$ cat config.mk
export PLATFORM = sky130hd
export DESIGN_NAME = mem_stall_ctrl
export DESIGN_NICKNAME = d
export VERILOG_FILES = /design/src/rtl/mem_stall_ctrl_pkg.sv /design/src/rtl/mem_refill_timer.sv /design/src/rtl/mem_stall_ctrl.sv
export SDC_FILE = /design/constraint.sdc
export NUM_CORES = 1
export LEC_CHECK = 0
export CAP_MARGIN = 25
export CORE_MARGIN = 4
export CORE_UTILIZATION = 34
export DETAILED_ROUTE_END_ITERATION = 8
export PLACE_DENSITY_LB_ADDON = 0.08
export RECOVER_POWER = 25
export REMOVE_ABC_BUFFERS = 1
export SYNTH_ARGS = -nofsm -noshare
export SYNTH_HDL_FRONTEND = slang
export SYNTH_HIERARCHICAL = 1
export SYNTH_SLANG_ARGS = --single-unit
$ cat constraint.sdc
create_clock -name clk -period 7.7 [get_ports clk]
set_input_delay 0.77 -clock clk [delete_from_list [all_inputs] [get_ports clk]]
set_output_delay 0.77 -clock clk [all_outputs]
set_load 0.02 [all_outputs]
$ cat src/rtl/mem_stall_ctrl_pkg.sv
// Shared definitions for the MEM-stage stall/refill controller: FSM state encoding and
// line-offset helpers.
package mem_stall_ctrl_pkg;

  typedef enum logic [2:0] {
    StIdle  = 3'd0,
    StReq   = 3'd1,
    StWait  = 3'd2,
    StFill  = 3'd3,
    StAbort = 3'd4
  } state_e;

  localparam int unsigned DefaultDataW = 128;

  // Byte-offset bits inside one refill line.
  function automatic int unsigned line_off_w(input int unsigned data_w);
    return $clog2(data_w / 8);
  endfunction

  localparam int unsigned LineOffW = line_off_w(DefaultDataW);

endpackage

$ cat src/rtl/mem_refill_timer.sv
// Watchdog counter for one outstanding refill: cleared when the request is accepted,
// counts WAIT cycles and flags the last allowed cycle.
module mem_refill_timer #(
  parameter int unsigned TIMEOUT_CYC = 255
) (
  input  logic clk_i,
  input  logic rst_i,
  input  logic clr_i,
  input  logic inc_i,
  output logic expired_o
);

  localparam int unsigned CntW = (TIMEOUT_CYC > 1) ? $clog2(TIMEOUT_CYC) : 1;
  localparam logic [CntW-1:0] LastCnt = CntW'(TIMEOUT_CYC - 1);

  logic [CntW-1:0] cnt_q, cnt_d;

  assign expired_o = (cnt_q == LastCnt);

  always_comb begin
    cnt_d = cnt_q;
    if (clr_i) begin
      cnt_d = '0;
    end else if (inc_i && !expired_o) begin
      // Hold at the last value so the counter never wraps past expiry.
      cnt_d = cnt_q + 1'b1;
    end
  end

  always_ff @(posedge clk_i or posedge rst_i) begin
    if (rst_i) begin
      cnt_q <= '0;
    end else begin
      cnt_q <= cnt_d;
    end
  end

endmodule

$ cat src/rtl/mem_stall_ctrl.sv
// MEM->WB sequencing: stalls the pipe across D-cache line refills, kills the MEM instruction
// on exception or refill timeout, and counts stall cycles.
module mem_stall_ctrl
  import mem_stall_ctrl_pkg::*;
#(
  parameter int unsigned ADDR_W      = 32,
  parameter int unsigned DATA_W      = 128,
  parameter int unsigned TIMEOUT_CYC = 255
) (
  input  logic              clk,
  input  logic              reset,
  input  logic              mem_valid,
  input  logic              mem_is_load,
  input  logic              mem_is_store,
  input  logic [ADDR_W-1:0] mem_addr,
  input  logic              dcache_hit,
  input  logic              exc_in,
  output logic              mem_req_valid,
  input  logic              mem_req_ready,
  output logic [ADDR_W-1:0] mem_req_addr,
  input  logic              mem_resp_valid,
  input  logic [DATA_W-1:0] mem_resp_data,
  output logic              fill_we,
  output logic [ADDR_W-1:0] fill_addr,
  output logic [DATA_W-1:0] fill_data,
  output logic              stall_hold,
  output logic              kill_wb,
  output logic              bus_err,
  output logic [31:0]       stall_cycles
);

  localparam int unsigned OffW = line_off_w(DATA_W);
  localparam logic [ADDR_W-1:0] LineMask = {{(ADDR_W - OffW){1'b1}}, {OffW{1'b0}}};

  state_e            state_q, state_d;
  logic [ADDR_W-1:0] addr_q, addr_d;
  logic [DATA_W-1:0] data_q, data_d;
  logic              bus_err_q, bus_err_d;
  logic [31:0]       stall_cycles_q, stall_cycles_d;

  logic miss;
  logic timer_clr;
  logic timer_inc;
  logic timer_expired;

  assign miss = mem_valid & (mem_is_load | mem_is_store) & ~dcache_hit & ~exc_in;

  assign timer_clr = (state_q == StReq) & mem_req_ready;
  assign timer_inc = (state_q == StWait);

  mem_refill_timer #(
    .TIMEOUT_CYC(TIMEOUT_CYC)
  ) u_timer (
    .clk_i    (clk),
    .rst_i    (reset),
    .clr_i    (timer_clr),
    .inc_i    (timer_inc),
    .expired_o(timer_expired)
  );

  always_comb begin
    state_d = state_q;
    case (state_q)
      StIdle:  if (!(mem_valid && exc_in) && miss) state_d = StReq;
      StReq:   if (mem_req_ready) state_d = StWait;
      StWait: begin
        // A response in the expiry cycle still completes the refill.
        if (mem_resp_valid) begin
          state_d = StFill;
        end else if (timer_expired) begin
          state_d = StAbort;
        end
      end
      StFill:  state_d = StIdle;
      StAbort: state_d = StIdle;
      default: state_d = StIdle;
    endcase
  end

  always_comb begin
    addr_d         = addr_q;
    data_d         = data_q;
    bus_err_d      = bus_err_q;
    stall_cycles_d = stall_cycles_q;
    if (state_q == StIdle && miss) begin
      addr_d = mem_addr & LineMask;
    end
    if (state_q == StWait && mem_resp_valid) begin
      data_d = mem_resp_data;
    end
    if (state_q == StAbort) begin
      bus_err_d = 1'b1;
    end
    if (stall_hold && (stall_cycles_q != 32'hFFFF_FFFF)) begin
      stall_cycles_d = stall_cycles_q + 32'd1;
    end
  end

  always_ff @(posedge clk or posedge reset) begin
    if (reset) begin
      state_q        <= StIdle;
      addr_q         <= '0;
      data_q         <= '0;
      bus_err_q      <= 1'b0;
      stall_cycles_q <= '0;
    end else begin
      state_q        <= state_d;
      addr_q         <= addr_d;
      data_q         <= data_d;
      bus_err_q      <= bus_err_d;
      stall_cycles_q <= stall_cycles_d;
    end
  end

  always_comb begin
    stall_hold = 1'b0;
    kill_wb    = 1'b0;
    if (!reset) begin
      unique case (state_q)
        StIdle:  begin
          stall_hold = miss;
          kill_wb    = mem_valid & exc_in;
        end
        StReq, StWait, StFill: stall_hold = 1'b1;
        StAbort: kill_wb = 1'b1;
        default: ;
      endcase
    end
  end

  assign mem_req_valid = (state_q == StReq);
  assign mem_req_addr  = addr_q;
  assign fill_we       = (state_q == StFill);
  assign fill_addr     = addr_q;
  assign fill_data     = data_q;
  assign bus_err       = bus_err_q;
  assign stall_cycles  = stall_cycles_q;

endmodule
**Word-level counts from Yosys, hierarchy flattened**

Index checks and enable logic that the tools add are counted.

- Input bits: 169
- Register bits after elaboration: 200
- Output and inout bits: 229
- Word-level logic and storage cells: 48

- Reduce and logical (&&, ||, !) cells: 12
- Equality and inequality tests: 9
- Bitwise gates (word level): 8
- Add/subtract/negate cells: 2
- Mux-type cells: 11

Operators with widths:

| kind | number |
|---|---|
| adder 32 x 1 -> 32 bit (second input constant) | 1 |
| != test 32 bit (second input constant) | 1 |
| 2-to-1 mux 8 bit | 2 |
| 2-to-1 mux 3 bit | 4 |
| one-hot mux 3 bit (3 select lines) | 1 |
| adder 8 x 1 -> 8 bit (second input constant) | 1 |
| equality test 8 bit (second input constant) | 1 |
| equality test 3 x 2 -> 1 bit (second input constant) | 2 |
| logical AND 1 bit | 6 |
| AND 1 bit | 5 |
| one-hot mux 1 bit (2 select lines) | 2 |
| equality test 3 x 1 -> 1 bit (second input constant) | 1 |
| equality test 3 bit (second input constant) | 1 |
| logical NOT 3 bit | 1 |
| != test 3 bit (second input constant) | 1 |
| AND reduction 3 bit | 1 |
| OR reduction 3 bit | 1 |
| logical NOT 1 bit | 2 |
| 2-to-1 mux 1 bit | 2 |
| != test 2 x 1 -> 1 bit (second input constant) | 1 |
| != test 2 bit (second input constant) | 1 |
| NOT 1 bit | 2 |
| nonzero test 2 bit | 1 |
| OR 1 bit | 1 |

**Logic depth before layout (Yosys ltp)**

- Word-level depth: 7
- Mapped depth: 7
- Gate-level depth less buffers: 7

**Hierarchy**

Netlist, hierarchy kept.

Modules (own cells, without submodules):

| module | area each (um^2) | times used | cells each | seq. area each (um^2) |
|---|---|---|---|---|
| mem_stall_ctrl | 7881.3 | 1 | 539 | 4804.6 |
| mem_refill_timer | 489.2 | 1 | 52 | 200.2 |

**Least setup slack after synthesis**

No wires, ideal clock.

- Path type: input to output
- Start point: in mem_is_store
- End point: out stall_hold
- Stages on the path: 3
- Data arrival time: 1.577 ns
- Slack: 5.353 ns
- Cell sequence: or4_1 -> o311ai_1 -> inv_1

- Cells in the longest elaborated chain, start to end: 6

Ends and longest elaborated chain:

| item | line | source |
|---|---|---|
| start: declaration | mem_stall_ctrl.sv:14 | `input logic mem_is_store,` |
| OR 1 bit | mem_stall_ctrl.sv:46 | `assign miss = mem_valid & (mem_is_load \| mem_is_store) & ~dcache_hit & ~exc_in;` |
| AND 1 bit (3 in series) | mem_stall_ctrl.sv:46 |  |
| one-hot mux 1 bit (2 select lines) | mem_stall_ctrl.sv:119 | `unique case (state_q)` |
| 2-to-1 mux 1 bit | mem_stall_ctrl.sv:118 | `if (!reset) begin` |
| end: declaration | mem_stall_ctrl.sv:26 | `output logic stall_hold,` |

No other way between the ends.

**Final worst setup path**

- Start point: in mem_valid
- End point: out stall_hold

- Cells in the longest elaborated chain, start to end: 5

Ends and longest elaborated chain:

| item | line | source |
|---|---|---|
| start: declaration | mem_stall_ctrl.sv:12 | `input logic mem_valid,` |
| AND 1 bit (3 in series) | mem_stall_ctrl.sv:46 |  |
| one-hot mux 1 bit (2 select lines) | mem_stall_ctrl.sv:119 |  |
| 2-to-1 mux 1 bit | mem_stall_ctrl.sv:118 |  |

No other way between the ends.

==> impl_metrics.tcl <==
set metrics [dict create \
    outcome "completed" \
    clk_pin_slew_ns 0.08 \
    post-place-ws_ns 4.00 \
    grt_use_total 0.172 \
    vias 5855 \
    fillers 2106 \
    die_area_mm2 0.0272 \
    dp_hpwl_mm 18.5 \
    synth-seq-cells 200 \
    drtIter0Drc 204 \
    yosysTopAreaCell "dfrtp_1" \
    first_global_vias 5869 \
    setup_ws_ns 3.97 \
    cpPeakStageDelay_ns 0.78 \
    ys_warn_count 6 \
    htree_levels 4 \
    slew_headroom 0.347 \
    grt_pass1_wl_mm 35.5 \
    start_kind "input pin" \
    fmax_mhz 268 \
    grt_max_degree 121 \
    finalInstanceArea_mm2 0.0128 \
    maxSlewViolCount 0 \
    syn_to_final_growth_pct 53.5 \
    cts_setup_buffers 0 \
    total_power_mw 5.20 \
    die_h_um 165 \
    cts_tree "yes" \
    wirelength_mm 24.2 \
    period_needed_ns 3.73 \
    hold_viol 0 \
    core_mm2 0.0242 \
    drc 0 \
    cap_violations 0 \
    synth_edf_count 0 \
    path_class "in -> out" \
    antenna_found_initial 2 \
    cts.sinks 200 \
    root_buffer "clkbuf_16" \
    pin_count 398 \
    grt_setup_unrepaired "no" \
    setup_viol 0 \
    synthArstFlopShare 1.00 \
    fin_setup_tns_ns 0 \
    fin_skew_ns 0.0167 \
    path_cells "clkdlybuf4s50_1 > nor3b_1 > o311ai_0 > inv_1 > clkdlybuf4s50_1" \
    ys_seq_area_frac 0.598 \
    syn_inst 591 \
    final_layout_size_suffix_gt1_frac 0.213 \
    placed_area_mm2 0.0123 \
    syn_avg_cell_area_um2 14.2 \
    path_max_fanout 4 \
    port_buffers 385 \
    final_nets 1118 \
    postCtsHoldBufs 0 \
    die_w_um 165 \
    hold_path_class "reg -> reg" \
    powerDensity_mw_per_mm2 405 \
    cpMostUsedCell "clkdlybuf4s50_1" \
    syn_area_mm2 0.00837 \
    ys_top_cells_by_area "dfrtp_1 (60%), mux2_2 (21%), buf_4 (4.7%)" \
    row_count 57 \
    synth_top_area_frac 0.598 \
    insertion_delay_ns 0.43 \
    routabilityCongestion 0.787 \
    leakage_nw 5.30 \
    numCtsBuffers 17 \
    vias_per_cell 4.56 \
    diodes 0 \
    worstMarginPinSlew_ns 0.980 \
    firstDrtPassIters 6 \
    synth_cell_types 47 \
    start_util 0.345 \
    wl_per_cell_um 18.9 \
    slowest_stage "o311ai_0" \
    overflow 0 \
    fin_crit_sh 0.485 \
    required_ns 6.93 \
    cts-resized-gates 0 \
    ys.flop_type "dfrtp_1" \
    crit_arrival_ns 2.96 \
    cts_buffer_depth 2 \
    peakVddDrop_mv 0.149 \
    end_kind "output port" \
    drtAntennaViolNets 0 \
]
-- cell usage after synthesis (all sizes together), types with 2 or more instances --
cell     number
a211oi        3
a21oi         7
a311oi        2
a41oi         3
and2          5
and3         10
buf          61
dfrtp       200
ha            3
inv           8
mux2        159
nand2        16
nand3        13
nand4        17
nor2         17
nor2b         2
nor3          8
nor3b         3
nor4          4
o2111ai       2
o21ai         2
or3           3
or4           2
xnor2        24
xor2          7
-- layout by cell type (no fill, tap or decap), types with 3 or more instances in the layout --
cell / count
buf_4: 3
xor2_1: 7
clkinv_4: 3
inv_1: 7
nand4_1: 15
conb_1: 8
clkbuf_1: 3
nand2_1: 16
mux2_2: 157
xnor2_1: 24
nor2_1: 17
inv_8: 6
a41oi_1: 3
inv_6: 3
and2_1: 4
a21oi_1: 7
nor3b_1: 3
clkdlybuf4s50_1: 370
nand3_1: 13
nor3_1: 8
ha_1: 3
dlygate4sd3_1: 15
dfrtp_1: 200
clkbuf_16: 17
and3_1: 10
-- registers in the layout, summed over array words and instances, names as in the netlist --
signal         count
state_q            3
bus_err            1
u_timer/cnt_q      8
fill_data        128
fill_addr         28
stall_cycles      32
-- layout make-up --
class / instances / area, um^2 / area share
clock buffers: 19 / 443 / 0.0345
clock inverters: 13 / 130 / 0.0101
inverters: 8 / 37.5 / 0.00292
multi-input cells: 328 / 2910 / 0.227
flip-flops and latches: 200 / 5000 / 0.390
well taps: 324 / 405 / 0.0316
repair buffers: 391 / 3910 / 0.305
-- cells by family (layout without fill, tap and decap cells) --
kind of cell	count (synthesis)	in the layout	share of synthesized area
AOI/OAI and AO/OA	25	25	0.0233
other	1	8	0.000448
xor gates and xnor gates	31	31	0.0324
muxes	159	159	0.215
DFF	200	200	0.598
adders and majority gates	3	3	0.00448
buffers and inverters	70	431	0.0559
and+or+nand+nor	102	102	0.0707
-- final timing paths --
path,start,endpoint,slack (ns),depth (start not counted)
max in group asynchronous,reset,fill_data[107]$_DFFE_PP0P_,5.45,4
hold reg to reg,bus_err$_DFFE_PP0N_,bus_err$_DFFE_PP0N_,0.46,1
hold / removal,bus_err$_DFFE_PP0N_,bus_err$_DFFE_PP0N_,0.46,1
min in group asynchronous,reset,u_timer/cnt_q[7]$_DFFE_PP0P_,0.89,2
setup reg to reg,state_q[1]$_DFFE_PP0P_,fill_data[95]$_DFFE_PP0P_,4.04,6
setup / recovery,mem_valid,stall_hold,3.97,5
-- through the flow --
stage	util	hold slack, ns	std cells
4_1_cts	0.529	0.469	1282
3_3_place_gp	0.506	0.445	1250
2_1_floorplan	-	0.497	536
5_1_grt	0.530	0.500	1283
3_5_place_dp	0.506	0.445	1250
6_report	0.530	0.462	1283
-- per-layer routing --
| layer | global-route usage | part of all wire |
|---|---|---|
| met1 | 0.211 | 0.40 |
| met2 | 0.299 | 0.51 |
| met3 | 0.0574 | 0.080 |
| met4 | 0.0329 | 0.0054 |
| met5 | 0 | 0.0014 |
-- worst max-delay path: cells and delay by family --
| family | cells | cell delay [ns] |
|---|---|---|
| buffers and inverters | 3 | 1.26 |
| AO/OA/AOI/OAI | 1 | 0.78 |
| AND/OR/NAND/NOR | 1 | 0.15 |
-- report_power, final --
part           internal [mW]  switching (mW)  total, mW
combinational           1.34            1.21       2.55
clock                  0.442           0.438      0.879
sequential              1.50           0.270       1.77
total                   3.28            1.92       5.20
No activity file was read; power rests on OpenSTA's default activity.
